## config.mk

```make
export PLATFORM = sky130hd
export DESIGN_NAME = seq_alu
export DESIGN_NICKNAME = d
export VERILOG_FILES = /design/src/rtl/alu_pkg.sv /design/src/rtl/alu_mul_iter.sv /design/src/rtl/seq_alu.sv
export SDC_FILE = /design/constraint.sdc
export NUM_CORES = 1
export LEC_CHECK = 0
export ABC_AREA = 1
export CORE_MARGIN = 2
export CORE_UTILIZATION = 50
export CTS_CLUSTER_DIAMETER = 200
export CTS_CLUSTER_SIZE = 8
export DETAILED_ROUTE_END_ITERATION = 7
export PLACE_DENSITY_LB_ADDON = 0.25
export SLEW_MARGIN = 10
export SYNTH_ARGS = -nofsm -noshare
export SYNTH_HDL_FRONTEND = slang
export SYNTH_SLANG_ARGS = --single-unit
```

## constraint.sdc

```tcl
create_clock -name clk -period 5.85 [get_ports clk]
set_input_delay 1.17 -clock clk [delete_from_list [all_inputs] [get_ports clk]]
set_output_delay 1.17 -clock clk [all_outputs]
set_load 0.01 [all_outputs]
```

## src/rtl/alu_pkg.sv

```systemverilog
// Shared types for the sequential ALU.
//   alu_op_e    : 3-bit opcode carried on seq_alu.alu_op
//   alu_state_e : control FSM state (idle, multiply iterating, result held)
package alu_pkg;

  typedef enum logic [2:0] {
    OP_ADD  = 3'b000,
    OP_NAND = 3'b001,
    OP_SUB  = 3'b010,
    OP_AND  = 3'b011,
    OP_OR   = 3'b100,
    OP_XOR  = 3'b101,
    OP_SHL  = 3'b110,
    OP_MUL  = 3'b111
  } alu_op_e;

  typedef enum logic [1:0] {
    ST_IDLE = 2'd0,
    ST_MULT = 2'd1,
    ST_OUT  = 2'd2
  } alu_state_e;

endpackage

```

## src/rtl/alu_mul_iter.sv

```systemverilog
// Iterative shift-add multiplier, one multiplier bit per clock.
//   clk, rst_n    : clock, async active-low reset
//   start         : load operands (iteration begins on the following edge)
//   op_a, op_b    : multiplicand / multiplier, sampled when start is high
//   product       : full 2*WIDTH product, valid in the cycle done is high
//   done          : the final iteration completes at the next rising edge
module alu_mul_iter #(
  parameter int WIDTH = 16
) (
  input  logic                 clk,
  input  logic                 rst_n,
  input  logic                 start,
  input  logic [WIDTH-1:0]     op_a,
  input  logic [WIDTH-1:0]     op_b,
  output logic [2*WIDTH-1:0]   product,
  output logic                 done
);

  localparam int CW = $clog2(WIDTH);
  localparam logic [CW-1:0] LAST = CW'(WIDTH - 1);

  logic               active_q, active_d;
  logic [CW-1:0]      cnt_q, cnt_d;
  logic [2*WIDTH-1:0] acc_q, acc_d, mcand_q, mcand_d, acc_next;
  logic [WIDTH-1:0]   mplier_q, mplier_d;

  always_comb begin
    active_d = active_q;
    cnt_d    = cnt_q;
    acc_d    = acc_q;
    mcand_d  = mcand_q;
    mplier_d = mplier_q;
    // Partial sum including this cycle's bit; exported so the final
    // iteration's result is available without an extra cycle.
    acc_next = acc_q + (mplier_q[0] ? mcand_q : '0);
    if (start) begin
      active_d = 1'b1;
      cnt_d    = '0;
      acc_d    = '0;
      mcand_d  = {{WIDTH{1'b0}}, op_a};
      mplier_d = op_b;
    end else if (active_q) begin
      acc_d    = acc_next;
      mcand_d  = mcand_q << 1;
      mplier_d = mplier_q >> 1;
      cnt_d    = cnt_q + 1'b1;
      if (cnt_q == LAST) active_d = 1'b0;
    end
  end

  always_ff @(posedge clk or negedge rst_n) begin
    if (!rst_n) begin
      active_q <= 1'b0;
      cnt_q    <= '0;
      acc_q    <= '0;
      mcand_q  <= '0;
      mplier_q <= '0;
    end else begin
      active_q <= active_d;
      cnt_q    <= cnt_d;
      acc_q    <= acc_d;
      mcand_q  <= mcand_d;
      mplier_q <= mplier_d;
    end
  end

  assign product = acc_next;
  assign done    = active_q && (cnt_q == LAST);

endmodule

```

## src/rtl/seq_alu.sv

```systemverilog
// Sequential ALU with valid/ready handshake on both sides.
// Single-cycle ops register their result on the accept edge; MUL runs
// through alu_mul_iter and presents its result WIDTH edges after accept.
//   clk, rst_n           : clock, async active-low reset
//   in_valid / in_ready  : request handshake (op1, op2, alu_op)
//   out_valid / out_ready: result handshake (result, flag_z/c/v)
//   busy                 : multiply in progress
module seq_alu
  import alu_pkg::*;
#(
  parameter int WIDTH = 16
) (
  input  logic             clk,
  input  logic             rst_n,
  input  logic             in_valid,
  output logic             in_ready,
  input  logic [WIDTH-1:0] op1,
  input  logic [WIDTH-1:0] op2,
  input  logic [2:0]       alu_op,
  output logic             out_valid,
  input  logic             out_ready,
  output logic [WIDTH-1:0] result,
  output logic             flag_z,
  output logic             flag_c,
  output logic             flag_v,
  output logic             busy
);

  localparam int SW = $clog2(WIDTH);

  alu_state_e         state_q, state_d;
  logic [WIDTH-1:0]   res_q, res_d;
  logic               z_q, z_d, c_q, c_d, v_q, v_d;

  logic               accept, mul_start, mul_done;
  logic [2*WIDTH-1:0] mul_prod;
  alu_op_e            op;
  logic [SW-1:0]      sh_amt;
  logic [WIDTH:0]     add_full, shl_full;
  logic [WIDTH-1:0]   sub_res, alu_res;
  logic               alu_c, alu_v;

  assign op        = alu_op_e'(alu_op);
  assign out_valid = (state_q == ST_OUT);
  assign busy      = (state_q == ST_MULT);
  assign in_ready  = (state_q != ST_MULT) && (!out_valid || out_ready);
  assign accept    = in_valid && in_ready;

  // Single-cycle datapath
  always_comb begin
    sh_amt   = op2[SW-1:0];
    add_full = {1'b0, op1} + {1'b0, op2};
    sub_res  = op1 - op2;
    // Extra top bit catches the last bit shifted out; zero for shift 0.
    shl_full = {1'b0, op1} << sh_amt;
    alu_res  = '0;
    alu_c    = 1'b0;
    alu_v    = 1'b0;
    case (op)
      OP_ADD: begin
        alu_res = add_full[WIDTH-1:0];
        alu_c   = add_full[WIDTH];
        alu_v   = (op1[WIDTH-1] == op2[WIDTH-1]) && (alu_res[WIDTH-1] != op1[WIDTH-1]);
      end
      OP_SUB: begin
        alu_res = sub_res;
        alu_c   = (op1 >= op2);
        alu_v   = (op1[WIDTH-1] != op2[WIDTH-1]) && (sub_res[WIDTH-1] != op1[WIDTH-1]);
      end
      OP_NAND: alu_res = ~(op1 & op2);
      OP_AND:  alu_res = op1 & op2;
      OP_OR:   alu_res = op1 | op2;
      OP_XOR:  alu_res = op1 ^ op2;
      OP_SHL: begin
        alu_res = shl_full[WIDTH-1:0];
        alu_c   = shl_full[WIDTH];
      end
      default: ;
    endcase
  end

  // Control FSM / result register next-state
  always_comb begin
    state_d   = state_q;
    res_d     = res_q;
    z_d       = z_q;
    c_d       = c_q;
    v_d       = v_q;
    mul_start = 1'b0;
    case (state_q)
      ST_IDLE, ST_OUT: begin
        if (accept) begin
          if (op == OP_MUL) begin
            mul_start = 1'b1;
            state_d   = ST_MULT;
          end else begin
            state_d = ST_OUT;
            res_d   = alu_res;
            z_d     = (alu_res == '0);
            c_d     = alu_c;
            v_d     = alu_v;
          end
        end else if (state_q == ST_OUT && out_ready) begin
          state_d = ST_IDLE;
        end
      end
      ST_MULT: begin
        if (mul_done) begin
          state_d = ST_OUT;
          res_d   = mul_prod[WIDTH-1:0];
          z_d     = (mul_prod[WIDTH-1:0] == '0);
          c_d     = 1'b0;
          v_d     = |mul_prod[2*WIDTH-1:WIDTH];
        end
      end
      default: state_d = ST_IDLE;
    endcase
  end

  always_ff @(posedge clk or negedge rst_n) begin
    if (!rst_n) begin
      state_q <= ST_IDLE;
      res_q   <= '0;
      z_q     <= 1'b0;
      c_q     <= 1'b0;
      v_q     <= 1'b0;
    end else begin
      state_q <= state_d;
      res_q   <= res_d;
      z_q     <= z_d;
      c_q     <= c_d;
      v_q     <= v_d;
    end
  end

  assign result = res_q;
  assign flag_z = z_q;
  assign flag_c = c_q;
  assign flag_v = v_q;

  alu_mul_iter #(.WIDTH(WIDTH)) u_mul (
    .clk     (clk),
    .rst_n   (rst_n),
    .start   (mul_start),
    .op_a    (op1),
    .op_b    (op2),
    .product (mul_prod),
    .done    (mul_done)
  );

endmodule

```

; ---- Yosys cells after proc, flatten, opt, wreduce, memory -nomap -nowiden
; Cells that the tools add are included.
[op_classes]
n_addsub = 4
magnitude_cmp = 1
n_eq_ne = 19
shift = 1
muxes = 39
n_bitwise = 4
n_reduce_logical = 18
[ops]
columns = cell, count
row1 = $mux W32, 5
row2 = $pmux W16 S7, 1
row3 = $mux W16, 5
row4 = $add A32 B32 Y32, 1
row5 = $logic_not A16 Y1, 2
row6 = $pmux W16 S2, 1
row7 = $add A16 B16 Y17, 1
row8 = $shl A16 B4 Y17, 1
row9 = $and A16 B16 Y16, 1
row10 = $ge A16 B16 Y1, 1
row11 = $not A16 Y16, 1
row12 = $or A16 B16 Y16, 1
row13 = $reduce_or A16 Y1, 1
row14 = $sub A16 B16 Y16, 1
row15 = $xor A16 B16 Y16, 1
row16 = $mux W1, 15
row17 = $eq A3 B3 Y1 const B, 4
row18 = $mux W2, 4
row19 = $mux W4, 2
row20 = $pmux W1 S2, 4
row21 = $eq A3 B2 Y1 const B, 2
row22 = $logic_and A1 B1 Y1, 6
row23 = $add A4 B1 Y4 const B, 1
row24 = $eq A4 B4 Y1 const B, 1
row25 = 18 further kinds, 23
[word_totals]
reg_bits = 106
in_bits = 39
out_inout_bits = 22
word_cells = 96

; ---- Longest topological paths before layout
; Gate-level depths: netlist of run 1.
[logic_depth]
word_depth = 8
mapped_depth = 22
ltp_nobuf = 20

; ---- Hierarchy
; Synthesis of run 1 repeated with hierarchy kept, for this count alone.
[unflattened]
hier_cells = 1791
hier_area_um2 = 10750.3
[modules_own_cells]
columns = mod, instances, cells_each, area_each_um2, seq_area_each_um2
row1 = alu_mul_iter, 1, 911, 6057.1, 2127.0
row2 = seq_alu, 1, 880, 4693.3, 525.5

; ---- Least setup slack after synthesis of run 1
; No wires, ideal clock.
[synth_timing]
path_kind = input port to flip-flop
start = input op2[2]
end = register z_q (netlist: flag_z)
setup_ps = 77
arrival_time_ps = 3083
t_required_ps = 5773
setup_slack_ps = 2689
path_stages = 19
n_path_buf = 2
path_cell_list = inv_2 -> clkbuf_1 -> ha_1 -> buf_2 -> inv_1 -> nand2_1 -> nand2_1 -> inv_2 -> nand2_1 -> nand2_1 -> nand2_1 -> nand3_1 -> nand2_1 -> nand2_1 -> nand3_1 -> nand3_1 -> nor2_1 -> nand3_1 -> a21oi_1
[synth_between]
elab_chain_cells = 7
elab_cells_between_ends = 12
cone_classes = 2 x add/sub / 1 x shift / 4 x mux / 4 x bitwise / 1 x reduce/logical
[synth_rtl]
columns = element, line_no
row1 = start: declaration, seq_alu.sv:18  ; input logic [WIDTH-1:0] op2,
row2 = "parallel branches: the longest is 2 deep, another holds $sub A16 B16 Y16", --
row3 = $pmux W16 S7 (*), seq_alu.sv:59  ; case (op)
row4 = $logic_not A16 Y1 (*), seq_alu.sv:99  ; z_d = (alu_res == '0);
row5 = $mux W1 (*), seq_alu.sv:93  ; if (op == OP_MUL) begin
row6 = $mux W1 (*), seq_alu.sv:92  ; if (accept) begin
row7 = $pmux W1 S2 (*), seq_alu.sv:90  ; case (state_q)
row8 = end signal: assignment, seq_alu.sv:130  ; z_q <= z_d;
row9 = end: declaration, seq_alu.sv:33  ; logic z_q, z_d, c_q, c_d, v_q, v_d;
; Every way passes the cells marked *. The select of a mux whose other input is x is not followed.
; A chain may end at the register's enable or synchronous reset.

; ---- Worst setup path in the final report of run 1
[layout_timing]
start = input op2[0]
end = register z_q (netlist: flag_z)
; The elaborated chain is that of the path after synthesis.

==> run summary, run 1 <==
Result of the run -> completed
Critical Setup Path Class -> primary input to register
Critical path arrival -> 4600 ps
Final Hold Viols -> 0
Post-synthesis instance total -> 1719
Setup tns final -> 0 ps
Fin crit period -> 4320 ps
CP Capture Type -> register
Summed instance area of the synthesized netlist -> 0.0105 mm^2
Remaining antenna violation count -> 0
Arithmetic-cell share of the synthesized area counting full adders, half adders and majority gates -> 0.103
HPWL Detailed -> 29100 um
Warning count from the yosys run -> 0
Number of sinks on the clock net -> 106
Syn_nets -> 1843
Type of the worst min-delay path -> register to register
Post-synthesis mux area share -> 0
Post-cts resize count -> 0
Number of top-level pins -> 61
Final period utilization -> 0.739
Total power -> 3.56 mW
Share of final-layout standard cells stronger than drive strength 1 -> 0.0241
Overall routing resource usage -> 0.329
Power density over the cells -> 309 mW/mm^2
Normalized max-slew margin -> 0.246
Setup repair after global routing missed its margin -> false
Die Outline Area -> 0.0222 mm^2
Initial antenna violation count -> 0
Drt first pass iters -> 8
Clk_lat worst skew -> 350 ps
Library cells used by synthesis -> 40
Die Ht -> 149 um
Total congestion overflow after global routing -> 0
# Post-CTS Setup Buffers -> 0
Upper clock frequency limit -> 231 MHz
Synthesized flop and latch total -> 106
CTS HTree Levels -> 3
Pins over their slew limit -> 0
Width of the die -> 149 um
Initial core utilization -> 0.504
CTS Buf Count -> 9
Fin nets -> 1866
# setup viols final -> 0
Largest fanout of any net on the critical path -> 23
Buffer depth of the longest clock path -> 2
Clock Tree Root -> clkbuf_16
Xor/xnor cell area share of the yosys netlist -> 0.0159
Complex-gate fraction of the synthesized area -> 0.135
Largest voltage drop on the vdd net -> 0.000241 V
Average instance area after synthesis -> 6.11 um^2
Required time of the critical path -> 6120 ps
Input/output buffers -> 60
Layout overhead on the synthesized area -> 9.81%
Maximum number of pins on one net before global-route repair -> 62
Wire length of the first global-routing pass -> 56500 um
Placer's final routability congestion estimate -> 1.03
Simple-gate portion of the synthesized area -> 0.374
Via count of the first global-routing pass -> 10200
Static leakage -> 6.35 nW
Slew @ Worst Pin -> 1130 ps
Detail-routed net length per standard cell -> 18.1 um
1st-iter DRT viols -> 1141
Total wirelength of the detailed-routed design -> 36500 um
Hold_buf cts -> 0
Max-Cap Viols -> 0
Core region area -> 0.0208 mm^2
Number of antenna repair diodes -> 0
Clock transition at the registers of the reported paths -> 70 ps
Vias per cell -> 5.57
Post-Route Skew -> 11.3 ps
DRC errors left -> 0
Startpoint Class -> primary input
Sequential cell area fraction in the yosys report -> 0.253
Vias -> 11300
Dominant combinational cell family by area after synthesis -> simple AND/OR/NAND/NOR gates
Cell row count -> 53
CTS tree -> built
==> Yosys cell counts <==
library cell    n  share of area
a21boi_0        1        0.00072
a21oi_1        75          0.036
a22o_1         22          0.018
a311oi_1        1        0.00083
a31oi_1         1        0.00060
and2_1          4         0.0024
and3_1          3         0.0018
buf_1           2        0.00072
buf_2          21          0.010
buf_4           5         0.0036
clkbuf_1       29          0.010
clkinv_1        1        0.00036
dfrtp_1       106           0.25
fa_1            3         0.0057
ha_1           82          0.098
inv_1         252          0.090
inv_2          11         0.0039
nand2_1       583           0.21
nand2_2         1        0.00060
nand3_1       157          0.075
nand3_2         3         0.0029
nand3b_1        8         0.0057
nand4_1        15         0.0089
nor2_1        158          0.057
nor2_4          1         0.0011
nor3_1         16         0.0076
nor3b_1         1        0.00072
nor4_1          1        0.00060
o211ai_1       25          0.018
o21a_1          2         0.0014
o21ai_0        56          0.027
o21ai_1        12         0.0057
o21bai_1        9         0.0064
o221ai_1       10         0.0083
o22a_1          1        0.00083
o22ai_1        19          0.011
or2_0           1        0.00060
or2_2           2         0.0012
xnor2_1         9         0.0075
xor2_1         10         0.0083
==> metrics by stage <==
stage	instances	area, um^2	utilization	worst slack (ps)	hold slack, ps
2_1_floorplan	1719	10500	-	2690	453
3_3_place_gp	2006	11200	0.540	1290	470
3_5_place_dp	2006	11200	0.540	1300	472
4_1_cts	2021	11500	0.554	1670	494
5_1_grt	2021	11500	0.554	1310	512
6_report	2021	11500	0.554	1530	495
==> power by group <==
group,internal [mW],switching [mW]
combinational,0.634,1.14
clock,0.312,0.273
sequential,1.01,0.192
total,1.96,1.60
==> registers in the layout, indices dropped and copies added, names as in the netlist, 2 cells and up <==
signal	count
result	16
u_mul.mcand_q	32
state_q	2
u_mul.mplier_q	16
u_mul.cnt_q	4
u_mul.acc_q	32
==> cells in the final DEF, fill, tap and decap left out, drive strengths merged, types with 2 or more instances in the layout <==
master | netlist | routed
nand2 | 584 | 584
inv | 263 | 264
nand3 | 160 | 160
nor2 | 159 | 159
dfrtp | 106 | 106
ha | 82 | 82
a21oi | 75 | 75
o21ai | 68 | 68
clkdlybuf4s50 | 0 | 59
o211ai | 25 | 25
a22o | 22 | 22
o22ai | 19 | 19
nor3 | 16 | 16
nand4 | 15 | 15
clkbuf | 29 | 12
xor2 | 10 | 10
o221ai | 10 | 10
buf | 28 | 10
o21bai | 9 | 9
xnor2 | 9 | 9
nand3b | 8 | 8
and2 | 4 | 4
and3 | 3 | 3
fa | 3 | 3
or2 | 3 | 3
clkinv | 1 | 3
o21a | 2 | 2
==> layout make-up <==
| class | count | area [um^2] |
|---|---|---|
| Sequential cell | 106 | 2650 |
| Inverter | 264 | 991 |
| Clock buffer | 12 | 256 |
| Clock inverter | 3 | 22.5 |
| Tap cell | 275 | 344 |
| Timing Repair Buffer | 69 | 666 |
| Multi-Input combinational cell | 1292 | 6590 |
| Fill cell | 2161 | 9300 |
==> worst paths after layout <==
path,cells after the start,to,from,slack [ps]
max,17,flag_z$_DFFE_PN0P_,op2[0],1530
min,2,u_mul.mcand_q[31]$_DFFE_PN0P_,u_mul.mcand_q[31]$_DFFE_PN0P_,490
max reg2reg,21,flag_v$_DFFE_PN0P_,u_mul.mplier_q[0]$_DFFE_PN0P_,2350
min reg2reg,2,u_mul.mcand_q[31]$_DFFE_PN0P_,u_mul.mcand_q[31]$_DFFE_PN0P_,490
max in group asynchronous,2,u_mul.acc_q[9]$_DFFE_PN0P_,rst_n,3830
min in group asynchronous,1,u_mul.mplier_q[13]$_DFFE_PN0P_,rst_n,870
==> logic make-up after synthesis <==
| group | count (synthesis) |
|---|---|
| AO/OA/AOI/OAI | 234 |
| buffers and inverters | 321 |
| AND/OR/NAND/NOR | 954 |
| XOR/XNOR | 19 |
| flip-flops | 106 |
| adder cells (fa/ha/maj) | 85 |
==> routing by layer <==
metal	GRT usage	wire length (um)	share of wire	vias to the layer above
li1	-	-	-	5529
met1	0.454	15800	0.43	5182
met2	0.535	16800	0.46	478
met3	0.0361	2490	0.068	64
met4	0.122	1350	0.037	0
met5	0	0	0	-
==> worst max-delay path, stage by stage <==
cell	delay [ps]
clkdlybuf4s50_1	1050
ha_1	400
inv_1	120
fa_1	410
inv_1	130
nand3_1	110
nand2_1	140
nand3_1	100
nand2_1	100
nand2_1	50
nand3_1	90
nand3_1	80
nor2_1	210
nand3_1	120
nor2_1	100
nand3_1	80
a21oi_1	140
No activity file was read; power rests on OpenSTA's default activity.
==> inputs of run 2 (changes only) <==
==> constraint.sdc (replaced) <==
create_clock -name clk -period 3.9 [get_ports clk]
set_input_delay 0.78 -clock clk [delete_from_list [all_inputs] [get_ports clk]]
set_output_delay 0.78 -clock clk [all_outputs]
set_load 0.01 [all_outputs]
==> run 2 against run 1 <==
  * Critical path depth grew 3
  * Cell count is 1.8% higher
  * Combinational power rose by 56%
  * Clock skew is 7.0 ps higher
  * Setup slack worse by 980 ps
  * Cell area up 2.6%
  * Worst hold slack got worse by 11 ps
  * Largest cell class unchanged
  * Die area unchanged
  * First-iteration DRC count fell by 11%
==> run summary, run 2 (synthesized netlist as in run 1, its figures left out) <==
Initial antenna violation count -> 1
Setup tns final -> 0 ps
Fin crit period -> 3350 ps
Required time of the critical path -> 4160 ps
Type of the worst min-delay path -> register to register
Share of final-layout standard cells stronger than drive strength 1 -> 0.0443
Input/output buffers -> 60
Post-Layout Inst Area -> 0.0118 mm^2
Top cell by count, worst path -> nand2_1
Sequential Power Share -> 0.325
Registers with the highest flip-flop counts -> u_mul.acc_q (32), u_mul.mcand_q (32)
Commonest cells after routing, fill and taps aside -> 583 x nand2_1, 252 x inv_1, 158 x nor2_1, 157 x nand3_1, 106 x dfrtp_1
Hold_buf cts -> 0
Routed metal-1 wire length -> 16300 um
Remaining antenna violation count -> 0
1st-iter DRT viols -> 1010
Overall routing resource usage -> 0.354
Wire length of the first global-routing pass -> 60000 um
Post-Route Skew -> 18.3 ps
Commonest non-fill, non-tap cell in the layout -> nand2_1
Normalized max-slew margin -> 0.233
Detail-routed net length per standard cell -> 18.8 um
Routed length on met3 -> 2200 um
Result of the run -> completed
Die Outline Area -> 0.0222 mm^2
Internal power component -> 3.02 mW
Upper clock frequency limit -> 298 MHz
Final core utilization -> 0.568
Series of cell instances along the critical path -> nand2_1, inv_1, ha_1, fa_1, nand3_1, nand3_1, nand2_1, nand2_1, nand2_1, nand2_1, nand2_1, nand2_1, nand2_1, nand2_1, nor2_1, nand2_1, nor2_1, nand3_1, nand2_1, nand2_1
Fin nets -> 1901
CTS HTree Levels -> 3
CTS Buf Count -> 9
# Post-CTS Setup Buffers -> 0
Combinational fraction of design power -> 0.499
Total placed cells including tap cells -> 2041
Number of fillers in the final layout -> 2132
Clock Tree Root -> clkbuf_16
Setup repair after global routing missed its margin -> false
Clock network fraction of design power -> 0.177
Initial core utilization -> 0.504
Switching power total -> 2.52 mW
CTS tree -> built
Power density over the cells -> 469 mW/mm^2
Critical Setup Path Class -> register to register
# setup viols final -> 0
Post-cts resize count -> 0
Via count of the first global-routing pass -> 10800
Number of antenna repair diodes -> 0
Maximum number of pins on one net before global-route repair -> 62
Width of the die -> 149 um
Startpoint Class -> register
Critical path arrival -> 3610 ps
Final period utilization -> 0.860
Number of top-level pins -> 61
Core region area -> 0.0208 mm^2
Worst hold margin -> 484 ps
Post-detailed-placement cell area -> 0.0115 mm^2
Layout overhead on the synthesized area -> 12.6%
Master of the slowest instance on the critical path -> dfrtp_1
Vias per cell -> 5.62
Placer's final routability congestion estimate -> 1.03
Vias -> 11600
Metal2 WL -> 17900 um
CP Capture Type -> register
HPWL Detailed -> 31500 um
Cell row count -> 53
Largest stage delay on the critical path -> 530 ps
Non-filler instance count after layout -> 2057
DRC errors left -> 0
Pins over their slew limit -> 0
Slew @ Worst Pin -> 1150 ps
Buffer depth of the longest clock path -> 2
Drt first pass iters -> 5
Static leakage -> 6.53 nW
Largest voltage drop on the vdd net -> 0.000405 V
Largest fanout of any net on the critical path -> 9
Final Hold Viols -> 0
Number of sinks on the clock net -> 106
Sw Share -> 0.455
Total congestion overflow after global routing -> 0
Die Ht -> 149 um
Top layer used by detailed routing -> met5
Clock transition at the registers of the reported paths -> 80 ps
Max-Cap Viols -> 0
Clk_lat worst skew -> 360 ps
Total wirelength of the detailed-routed design -> 38800 um
run 2: worst paths after layout:
| path | from | endpoint | cells past startpoint | slack (ps) |
|---|---|---|---|---|
| max in group asynchronous | rst_n | u_mul.mcand_q[1]$_DFFE_PN0P_ | 2 | 2540 |
| worst min-delay path | result[15]$_DFFE_PN0P_ | result[15]$_DFFE_PN0P_ | 2 | 480 |
| worst max-delay path | u_mul.mplier_q[0]$_DFFE_PN0P_ | flag_v$_DFFE_PN0P_ | 20 | 550 |
| min in group asynchronous | rst_n | u_mul.mplier_q[7]$_DFFE_PN0P_ | 1 | 500 |
| worst max register to register | u_mul.mplier_q[0]$_DFFE_PN0P_ | flag_v$_DFFE_PN0P_ | 20 | 550 |
| worst min register to register | result[15]$_DFFE_PN0P_ | result[15]$_DFFE_PN0P_ | 2 | 480 |
run 2: worst max-delay path: cells and delay by family (launching register included):
family        cells  cell delay [ps]
flops             1              530
fa+ha+maj         2              660
simple gates     17             2000
buf+inv           1               80
run 2: power by group through the flow:
| stage | logic [mW] | registers, mW | clock network (mW) |
|---|---|---|---|
| global placement | 2.69 | 1.80 | 0 |
| finish | 2.76 | 1.80 | 0.979 |
| detailed placement | 2.72 | 1.81 | 0 |
| global route | 3.06 | 1.85 | 1.03 |
| CTS | 2.74 | 1.79 | 0.993 |
| floorplan | 1.73 | 1.77 | 0 |
run 2: routing by layer:
metal	GRT usage	vias to the layer above
met3	0.0440	97
met5	0	-
li1	-	5620
met4	0.190	2
met1	0.461	5362
met2	0.574	473
run 2: area by class of cell:
| cell class | count | area, um^2 | area share |
|---|---|---|---|
| Timing Repair Buffer | 104 | 928 | 0.0785 |
| Multi-Input combinational cell | 1292 | 6590 | 0.558 |
| Sequential cell | 106 | 2650 | 0.224 |
| Inverter | 264 | 991 | 0.0838 |
| Clock buffer | 9 | 225 | 0.0190 |
| Tap cell | 275 | 344 | 0.0291 |
| Clock inverter | 7 | 87.6 | 0.00741 |
run 2: per-stage QoR:
stage,worst slack [ps],total power [mW]
2_1_floorplan,1130,3.50
3_3_place_gp,306,4.49
3_5_place_dp,306,4.53
4_1_cts,513,5.53
5_1_grt,282,5.93
6_report,547,5.54
